### src/rtl/uart_tx_sched_if.sv
// Bus-side and sender-side signals of the UART transmit scheduler.
// The slave modport is the scheduler; the master modport is the bus decode / sender side.
interface uart_tx_sched_if #(
  parameter int DEPTH = 8
);
  localparam int LW = $clog2(DEPTH) + 1;

  logic          wr_valid;
  logic [7:0]    wr_data;
  logic          wr_ready;
  logic          flush;
  logic          tx_status;
  logic          tx_en;
  logic [7:0]    tx_data;
  logic          busy;
  logic [LW-1:0] level;
  logic          overflow;
  logic          timeout;
  logic          err_clr;

  modport slave (
    input  wr_valid, wr_data, flush, tx_status, err_clr,
    output wr_ready, tx_en, tx_data, busy, level, overflow, timeout
  );

  modport master (
    output wr_valid, wr_data, flush, tx_status, err_clr,
    input  wr_ready, tx_en, tx_data, busy, level, overflow, timeout
  );
endinterface

### src/rtl/uart_tx_sched.sv
// UART transmit scheduler: byte FIFO feeding a slow sender with a stretched tx_en strobe.
// Define UART_TX_SCHED_WATCHDOG_EN to enable the busy-handshake watchdog and the timeout flag.
module uart_tx_sched #(
  parameter int DEPTH        = 8,
  parameter int EN_PULSE     = 325,
  parameter int BUSY_TIMEOUT = 1024
) (
  input logic             clk,
  input logic             reset,
  uart_tx_sched_if.slave  bus
);
  localparam int PW   = $clog2(DEPTH);
  localparam int LW   = PW + 1;
  localparam int CMAX = (EN_PULSE > BUSY_TIMEOUT) ? EN_PULSE : BUSY_TIMEOUT;
  localparam int CW   = $clog2(CMAX + 1);

  typedef enum logic [1:0] {IDLE, PULSE, WAIT} state_t;

  state_t        state, state_nx;
  logic [7:0]    mem [DEPTH];
  logic [PW-1:0] wr_ptr, rd_ptr;
  logic [LW-1:0] level_q, level_nx;
  logic [CW-1:0] cnt, cnt_nx;
  logic          seen_busy, seen_busy_nx;
  logic          tx_en_q, tx_en_nx;
  logic [7:0]    tx_data_q;
  logic          wr_ready_q, overflow_q;
  logic          push, drop, pop;

  // A flush swallows a same-cycle push silently; only a full FIFO counts as overflow.
  assign push = bus.wr_valid &&  wr_ready_q && !bus.flush;
  assign drop = bus.wr_valid && !wr_ready_q && !bus.flush;

  always_ff @(posedge clk) begin
    if (reset) state <= IDLE;
    else       state <= state_nx;
  end

  always_comb begin
    state_nx = state;
    unique case (state)
      IDLE:  if (level_q != '0 && bus.tx_status && !bus.flush) state_nx = PULSE;
      PULSE: if (cnt == CW'(EN_PULSE - 1)) state_nx = WAIT;
      WAIT: begin
        if (seen_busy && bus.tx_status) state_nx = IDLE;
`ifdef UART_TX_SCHED_WATCHDOG_EN
        else if (!seen_busy && cnt == CW'(BUSY_TIMEOUT - 1)) state_nx = IDLE;
`endif
      end
      default: state_nx = IDLE;
    endcase
  end

  always_comb begin
    pop          = 1'b0;
    tx_en_nx     = tx_en_q;
    cnt_nx       = cnt;
    seen_busy_nx = seen_busy;
    unique case (state)
      IDLE: begin
        if (state_nx == PULSE) begin
          pop          = 1'b1;
          tx_en_nx     = 1'b1;
          cnt_nx       = '0;
          seen_busy_nx = 1'b0;
        end
      end
      PULSE: begin
        if (!bus.tx_status) seen_busy_nx = 1'b1;
        if (cnt == CW'(EN_PULSE - 1)) begin
          tx_en_nx = 1'b0;
          cnt_nx   = '0;
        end else begin
          cnt_nx = cnt + 1'b1;
        end
      end
      WAIT: begin
        if (!bus.tx_status) seen_busy_nx = 1'b1;
`ifdef UART_TX_SCHED_WATCHDOG_EN
        // Once busy has been seen the watchdog is moot, so the counter stops and cannot wrap.
        if (!seen_busy) cnt_nx = cnt + 1'b1;
`endif
      end
      default: ;
    endcase
  end

  always_comb begin
    level_nx = level_q;
    if (bus.flush)          level_nx = '0;
    else if (push && !pop)  level_nx = level_q + 1'b1;
    else if (pop && !push)  level_nx = level_q - 1'b1;
  end

  always_ff @(posedge clk) begin
    if (push) mem[wr_ptr] <= bus.wr_data;
  end

  always_ff @(posedge clk) begin
    if (reset) begin
      cnt        <= '0;
      seen_busy  <= 1'b0;
      tx_en_q    <= 1'b0;
      tx_data_q  <= '0;
      wr_ptr     <= '0;
      rd_ptr     <= '0;
      level_q    <= '0;
      wr_ready_q <= 1'b1;
      overflow_q <= 1'b0;
    end else begin
      cnt        <= cnt_nx;
      seen_busy  <= seen_busy_nx;
      tx_en_q    <= tx_en_nx;
      if (pop) tx_data_q <= mem[rd_ptr];
      if (bus.flush) begin
        wr_ptr <= '0;
        rd_ptr <= '0;
      end else begin
        if (push) wr_ptr <= wr_ptr + 1'b1;
        if (pop)  rd_ptr <= rd_ptr + 1'b1;
      end
      level_q    <= level_nx;
      wr_ready_q <= (level_nx != LW'(DEPTH));
      if (bus.err_clr)  overflow_q <= 1'b0;
      else if (drop)    overflow_q <= 1'b1;
    end
  end

`ifdef UART_TX_SCHED_WATCHDOG_EN
  logic timeout_q;
  always_ff @(posedge clk) begin
    if (reset)                                                            timeout_q <= 1'b0;
    else if (bus.err_clr)                                                 timeout_q <= 1'b0;
    else if (state == WAIT && !seen_busy && cnt == CW'(BUSY_TIMEOUT - 1)) timeout_q <= 1'b1;
  end
  assign bus.timeout = timeout_q;
`else
  assign bus.timeout = 1'b0;
`endif

  assign bus.wr_ready = wr_ready_q;
  assign bus.tx_en    = tx_en_q;
  assign bus.tx_data  = tx_data_q;
  assign bus.level    = level_q;
  assign bus.overflow = overflow_q;
  assign bus.busy     = (state != IDLE) || (level_q != '0);
endmodule

### src/flat_wrapper.sv
// flat-port wrapper written by rule: the top's interface ports become plain ports
module uart_tx_sched_flat 
#(
  parameter int DEPTH        = 8,
  parameter int EN_PULSE     = 325,
  parameter int BUSY_TIMEOUT = 1024
)
  (clk, reset, bus_wr_valid, bus_wr_data, bus_flush, bus_tx_status, bus_err_clr, bus_wr_ready, bus_tx_en, bus_tx_data, bus_busy, bus_level, bus_overflow, bus_timeout);
  uart_tx_sched_if #(.DEPTH(DEPTH)) bus_i ();
  input logic clk;
  input logic reset;
  input wire logic [$bits(bus_i.wr_valid)-1:0] bus_wr_valid;
  input wire logic [$bits(bus_i.wr_data)-1:0] bus_wr_data;
  input wire logic [$bits(bus_i.flush)-1:0] bus_flush;
  input wire logic [$bits(bus_i.tx_status)-1:0] bus_tx_status;
  input wire logic [$bits(bus_i.err_clr)-1:0] bus_err_clr;
  output wire logic [$bits(bus_i.wr_ready)-1:0] bus_wr_ready;
  output wire logic [$bits(bus_i.tx_en)-1:0] bus_tx_en;
  output wire logic [$bits(bus_i.tx_data)-1:0] bus_tx_data;
  output wire logic [$bits(bus_i.busy)-1:0] bus_busy;
  output wire logic [$bits(bus_i.level)-1:0] bus_level;
  output wire logic [$bits(bus_i.overflow)-1:0] bus_overflow;
  output wire logic [$bits(bus_i.timeout)-1:0] bus_timeout;
  assign bus_i.wr_valid = bus_wr_valid;
  assign bus_i.wr_data = bus_wr_data;
  assign bus_i.flush = bus_flush;
  assign bus_i.tx_status = bus_tx_status;
  assign bus_i.err_clr = bus_err_clr;
  assign bus_wr_ready = bus_i.wr_ready;
  assign bus_tx_en = bus_i.tx_en;
  assign bus_tx_data = bus_i.tx_data;
  assign bus_busy = bus_i.busy;
  assign bus_level = bus_i.level;
  assign bus_overflow = bus_i.overflow;
  assign bus_timeout = bus_i.timeout;
  uart_tx_sched #(.DEPTH(DEPTH), .EN_PULSE(EN_PULSE), .BUSY_TIMEOUT(BUSY_TIMEOUT)) u_core (.clk(clk), .reset(reset), .bus(bus_i));
endmodule
### config.mk
export PLATFORM = sky130hd
export DESIGN_NAME = uart_tx_sched_flat
export DESIGN_NICKNAME = d
export VERILOG_FILES = /design/src/rtl/uart_tx_sched_if.sv /design/src/rtl/uart_tx_sched.sv /design/src/flat_wrapper.sv
export SDC_FILE = /design/constraint.sdc
export NUM_CORES = 1
export LEC_CHECK = 0
export CORE_UTILIZATION = 40
export CTS_BUF_LIST = sky130_fd_sc_hd__clkbuf_8
export DETAILED_ROUTE_END_ITERATION = 8
export PLACE_DENSITY = 0.57
export SYNTH_ARGS = -nofsm -noshare
export SYNTH_HDL_FRONTEND = slang
export SYNTH_SLANG_ARGS = --single-unit
### constraint.sdc
create_clock -name clk -period 2.3 [get_ports clk]
set_input_delay 0.345 -clock clk [delete_from_list [all_inputs] [get_ports clk]]
set_output_delay 0.345 -clock clk [all_outputs]
set_load 0.02 [all_outputs]
==> impl_results.rst, run 1 <==
.. list-table::
   :header-rows: 1

   * - Metric
     - Value
   * - Type of the setup path with the least slack
     - flip-flop to flip-flop
   * - WL/cell
     - 16.7 um
   * - Number of slew-limit violations in the final report
     - 0
   * - Path class of the lowest-slack min-delay path
     - flip-flop to flip-flop
   * - Final setup vio count
     - 0
   * - Starting density of the core
     - about two fifths
   * - Via count of the first global-routing pass
     - 2780
   * - Average cell area after synthesis
     - around 13 um2
   * - Net Switching
     - 863 uW
   * - Number of nets with antenna violations after routing
     - 0
   * - Post-synthesis adder-cell area fraction
     - 2.85%
   * - Final worst path period share
     - about 95%
   * - Post-synth top area share
     - 43.7%
   * - GRT Util Overall
     - 16.9%
   * - Met2 Use GR
     - 27.7%
   * - Max transition margin
     - 59.4%
   * - Result of the run
     - complete, no violations
   * - Kind of capture point of the worst setup path
     - flip-flop
   * - Delay of the slowest cell on the worst path
     - 0.40 ns
   * - Clock transition time at the flip-flop clock pins of the worst setup and hold paths
     - 0.09 ns
   * - Std cell rows
     - 37
   * - Internal power
     - 2890 uW
   * - Final cell count without fillers
     - 537
   * - Worst slack on hold paths
     - 0.506 ns
   * - Number of storage elements in the synthesis netlist
     - 99
   * - Leading post-synthesis cells by instance count
     - 64 x edfxtp_1, 39 x nor2_1, 35 x dfxtp_1
   * - Cts bufs inserted
     - 9
   * - Leakage
     - 0.00180 uW
   * - TritonCTS clock tree
     - built
   * - Final Worst Setup Slack
     - 0.116 ns
   * - Clock root buffer
     - clkbuf_8
   * - Critical path's top delay family
     - simple AND/OR/NAND/NOR gates
   * - Insertion delay of the later-clocked pin in the worst-skew pair
     - around 0.36 ns
   * - Height of the die
     - 107 um
   * - Maximum clock frequency
     - 458 MHz
   * - Proportion of layout cells with a drive suffix above 1
     - 22.9%
   * - Met3 Usage GRT
     - 3.89%
   * - Residual overflow from global routing
     - 0
   * - Violation count after the first detailed-routing iteration
     - 137
   * - First-pass GRT wire length
     - roughly 14000 um
   * - Layout overhead on the synthesized area
     - 22.0%
   * - Post-Route Skew
     - 0.00983 ns
   * - Count of H-tree levels built during CTS
     - 3
   * - Die Wd
     - 107 um
   * - Number of enable-type register cells in the synthesized netlist
     - 64
   * - Yosys warnings
     - 0
   * - Share of synthesized cell area in and, or, nand and nor gates
     - 13.8%
   * - Drt via density
     - 5.39
   * - Placed Cells incl. Taps
     - 521
   * - TritonCTS Sinks
     - 99
   * - Main combinational cell family by area after synthesis
     - simple AND/OR/NAND/NOR gates
   * - Power per cell area
     - 700 nW/um2
   * - Antenna cells
     - 0
   * - Cell area after synthesis
     - approximately 4400 um2
   * - Cell-by-cell listing of the critical path
     - ha_1 -> or3b_4 -> nor4_4 -> buf_4 -> a31oi_4 -> xnor2_1 -> a2111o_1 -> o211ai_1
   * - Distinct cells, synth
     - 55
   * - Maximum net fanout on the critical path
     - 5
   * - Time the final worst path needs with I/O delays and setup
     - between 2 and 2.5 ns
   * - Global routing usage on met1
     - between 20% and 30%
   * - Count of maximum capacitance violations
     - 0
   * - Unrepaired setup endpoints after global routing
     - false
   * - Final core area utilization
     - about half
   * - Largest cells by area after synthesis
     - edfxtp_1 44%, dfxtp_1 16%, mux4_2 8.2%
   * - Worst path buffer plus inverter count
     - 1
   * - Clock Tree Buf Depth
     - 2
   * - Vias post-DR
     - 2893
   * - Combinational power share
     - 12.9%
   * - Most frequently used flop master after synthesis
     - edfxtp_1
   * - Global routing's busiest layer
     - met2
   * - Count of input and output buffers
     - 29
   * - Most area-hungry cell type in the Yosys netlist
     - edfxtp_1
   * - Switching power share of the total
     - between 20 and 25%
   * - Clock power share
     - about a third
   * - Final HPWL from detailed placement
     - between 6000 and 7000 um
   * - CP Data Arrival Time
     - 2.47 ns
   * - Final weighted congestion of routability-driven global placement
     - 0.848
   * - Library cell contributing the largest single delay on the critical path
     - or3b_4
   * - Share of synthesized area spent on multiplexers
     - a little over a tenth
   * - DRT Wirelength
     - 8950 um
   * - Final routed DRC violation total
     - 0
   * - Core Area
     - 10500 um2
   * - Most used standard cell by instance count after synthesis
     - edfxtp_1
   * - Slew @ Worst Pin
     - 0.609 ns
   * - Fill cell count
     - 913
   * - Post-synthesis compound-gate area fraction
     - 9.11%
   * - Post-Place Setup Slack
     - -0.0398 ns
   * - Die Footprint
     - 11400 um2
   * - Num ports
     - 31
   * - Count of TritonRoute iterations in the first routing pass
     - 6
   * - Synthesized netlist net count
     - 358
   * - Sort of element at the start of the critical path
     - flip-flop
   * - Part of the power in registers
     - 52.1%
   * - Fraction of the yosys area taken by sequential cells
     - 59.7%
   * - Required time reported for the critical path endpoint
     - 2.58 ns
   * - Net count, final
     - 422
   * - Synthesized instance count
     - 334
   * - Hold Violations, Final
     - 0
   * - Area share of xor/xnor cells in the synthesized design
     - 1.40%
   * - Maximum number of pins on one net before global-route repair
     - 25
   * - Number of antenna violations at the first check in global routing
     - 0
   * - Share of flip-flops with an asynchronous set or reset after synthesis
     - 0%
   * - Worst voltage drop across the vdd grid
     - 0.000459 V
registers in the layout, summed over array words and instances, names as in the netlist:
signal,count
u_core.bus.tx_en,1
u_core.mem,64
u_core.cnt,11
u_core.wr_ptr,3
u_core.state,2
u_core.seen_busy,1
u_core.bus.wr_ready,1
u_core.bus.tx_data,8
u_core.bus.overflow,1
u_core.rd_ptr,3
u_core.bus.level,4
tightest hold or removal path, cell delays in order, from the launching register on:
cell	delay, ns
dfxtp_1	0.32
nor2_1	0.09
a211oi_1	0.05
cell usage in the layout, fill, tap and decap left out, drive strengths merged, types with 10 or more instances in the layout:
| cell | netlist | routed |
|---|---|---|
| edfxtp | 64 | 64 |
| buf | 10 | 41 |
| nor2 | 40 | 40 |
| dfxtp | 35 | 35 |
| clkdlybuf4s50 | 0 | 28 |
| a21oi | 19 | 19 |
| mux4 | 16 | 16 |
| nand2 | 15 | 15 |
| o21ai | 13 | 13 |
| mux2i | 10 | 10 |
| a211oi | 10 | 10 |
| ha | 10 | 10 |
| inv | 8 | 10 |
layer usage:
layer / wire [um] / part of all wire, %
met5: 0 / 0
met4: 127 / 1.4
met3: 337 / 3.8
met2: 4370 / 49
met1: 4110 / 46
kinds of logic after synthesis:
logic type      Yosys count
mux                      26
buf+inv                  25
xor+xnor                  7
simple gates            108
compound gates           58
flops                    99
other cells               1
fa+ha+maj                10
power by group through the flow:
stage | Clock, uW | Combinational, uW | Sequential, uW
after floorplan | 0 | 244 | 2030
after global placement | 0 | 466 | 2000
after detailed placement | 0 | 472 | 2000
after CTS | 1370 | 483 | 1960
after global routing | 1420 | 529 | 1960
final | 1310 | 484 | 1960
path summary, 6_finish.rpt:
kind	startpoint	to	slack, ns	cells past startpoint
setup / recovery	u_core.state[0]	u_core.bus.wr_ready	0.12	8
hold / removal	u_core.bus.tx_data[3]	u_core.bus.tx_data[3]	0.51	2
setup reg to reg	u_core.state[0]	u_core.bus.wr_ready	0.12	8
hold reg to reg	u_core.bus.tx_data[3]	u_core.bus.tx_data[3]	0.51	2
repair_timing:
action | 4_1_cts | 5_1_grt
pin swaps | 0 | 2
setup buffers | 1 | 1
setup endpoints to repair | 1 | 21
hold buffers | 0 | 0
gates resized for setup | 2 | 12
stage by stage:
stage / instance area (um2) / setup TNS (ns) / power (uW)
2_1_floorplan: 4400 / 0 / 2270
3_3_place_gp: 5060 / 0 / 2460
3_5_place_dp: 5060 / -0.0398 / 2470
4_1_cts: 5310 / 0 / 3810
5_1_grt: 5360 / 0 / 3910
6_report: 5360 / 0 / 3750
layout make-up:
| type | count | area (um2) | share of cell area [%] |
|---|---|---|---|
| Clock buffer | 9 | 124 | 2.31 |
| Clock inverter | 5 | 110 | 2.05 |
| Inverter | 8 | 30.0 | 0.560 |
| Multi-Input combinational cell | 210 | 1690 | 31.6 |
| Sequential cell | 99 | 2630 | 49.0 |
| Tap cell | 136 | 170 | 3.17 |
| Timing Repair Buffer | 70 | 604 | 11.3 |
Note: power is estimated with default switching activity, not from simulation.
==> run 2: changes to the inputs <==
--- a/config.mk
+++ b/config.mk
@@ -7,6 +7,7 @@
 export LEC_CHECK = 0
 export CORE_UTILIZATION = 40
 export CTS_BUF_LIST = sky130_fd_sc_hd__clkbuf_8
+export CTS_CLUSTER_SIZE = 25
 export DETAILED_ROUTE_END_ITERATION = 8
 export PLACE_DENSITY = 0.57
 export SYNTH_ARGS = -nofsm -noshare
==> results of run 2 <==
Same layout as run 1: the final DEF is identical, and so are final timing and power.
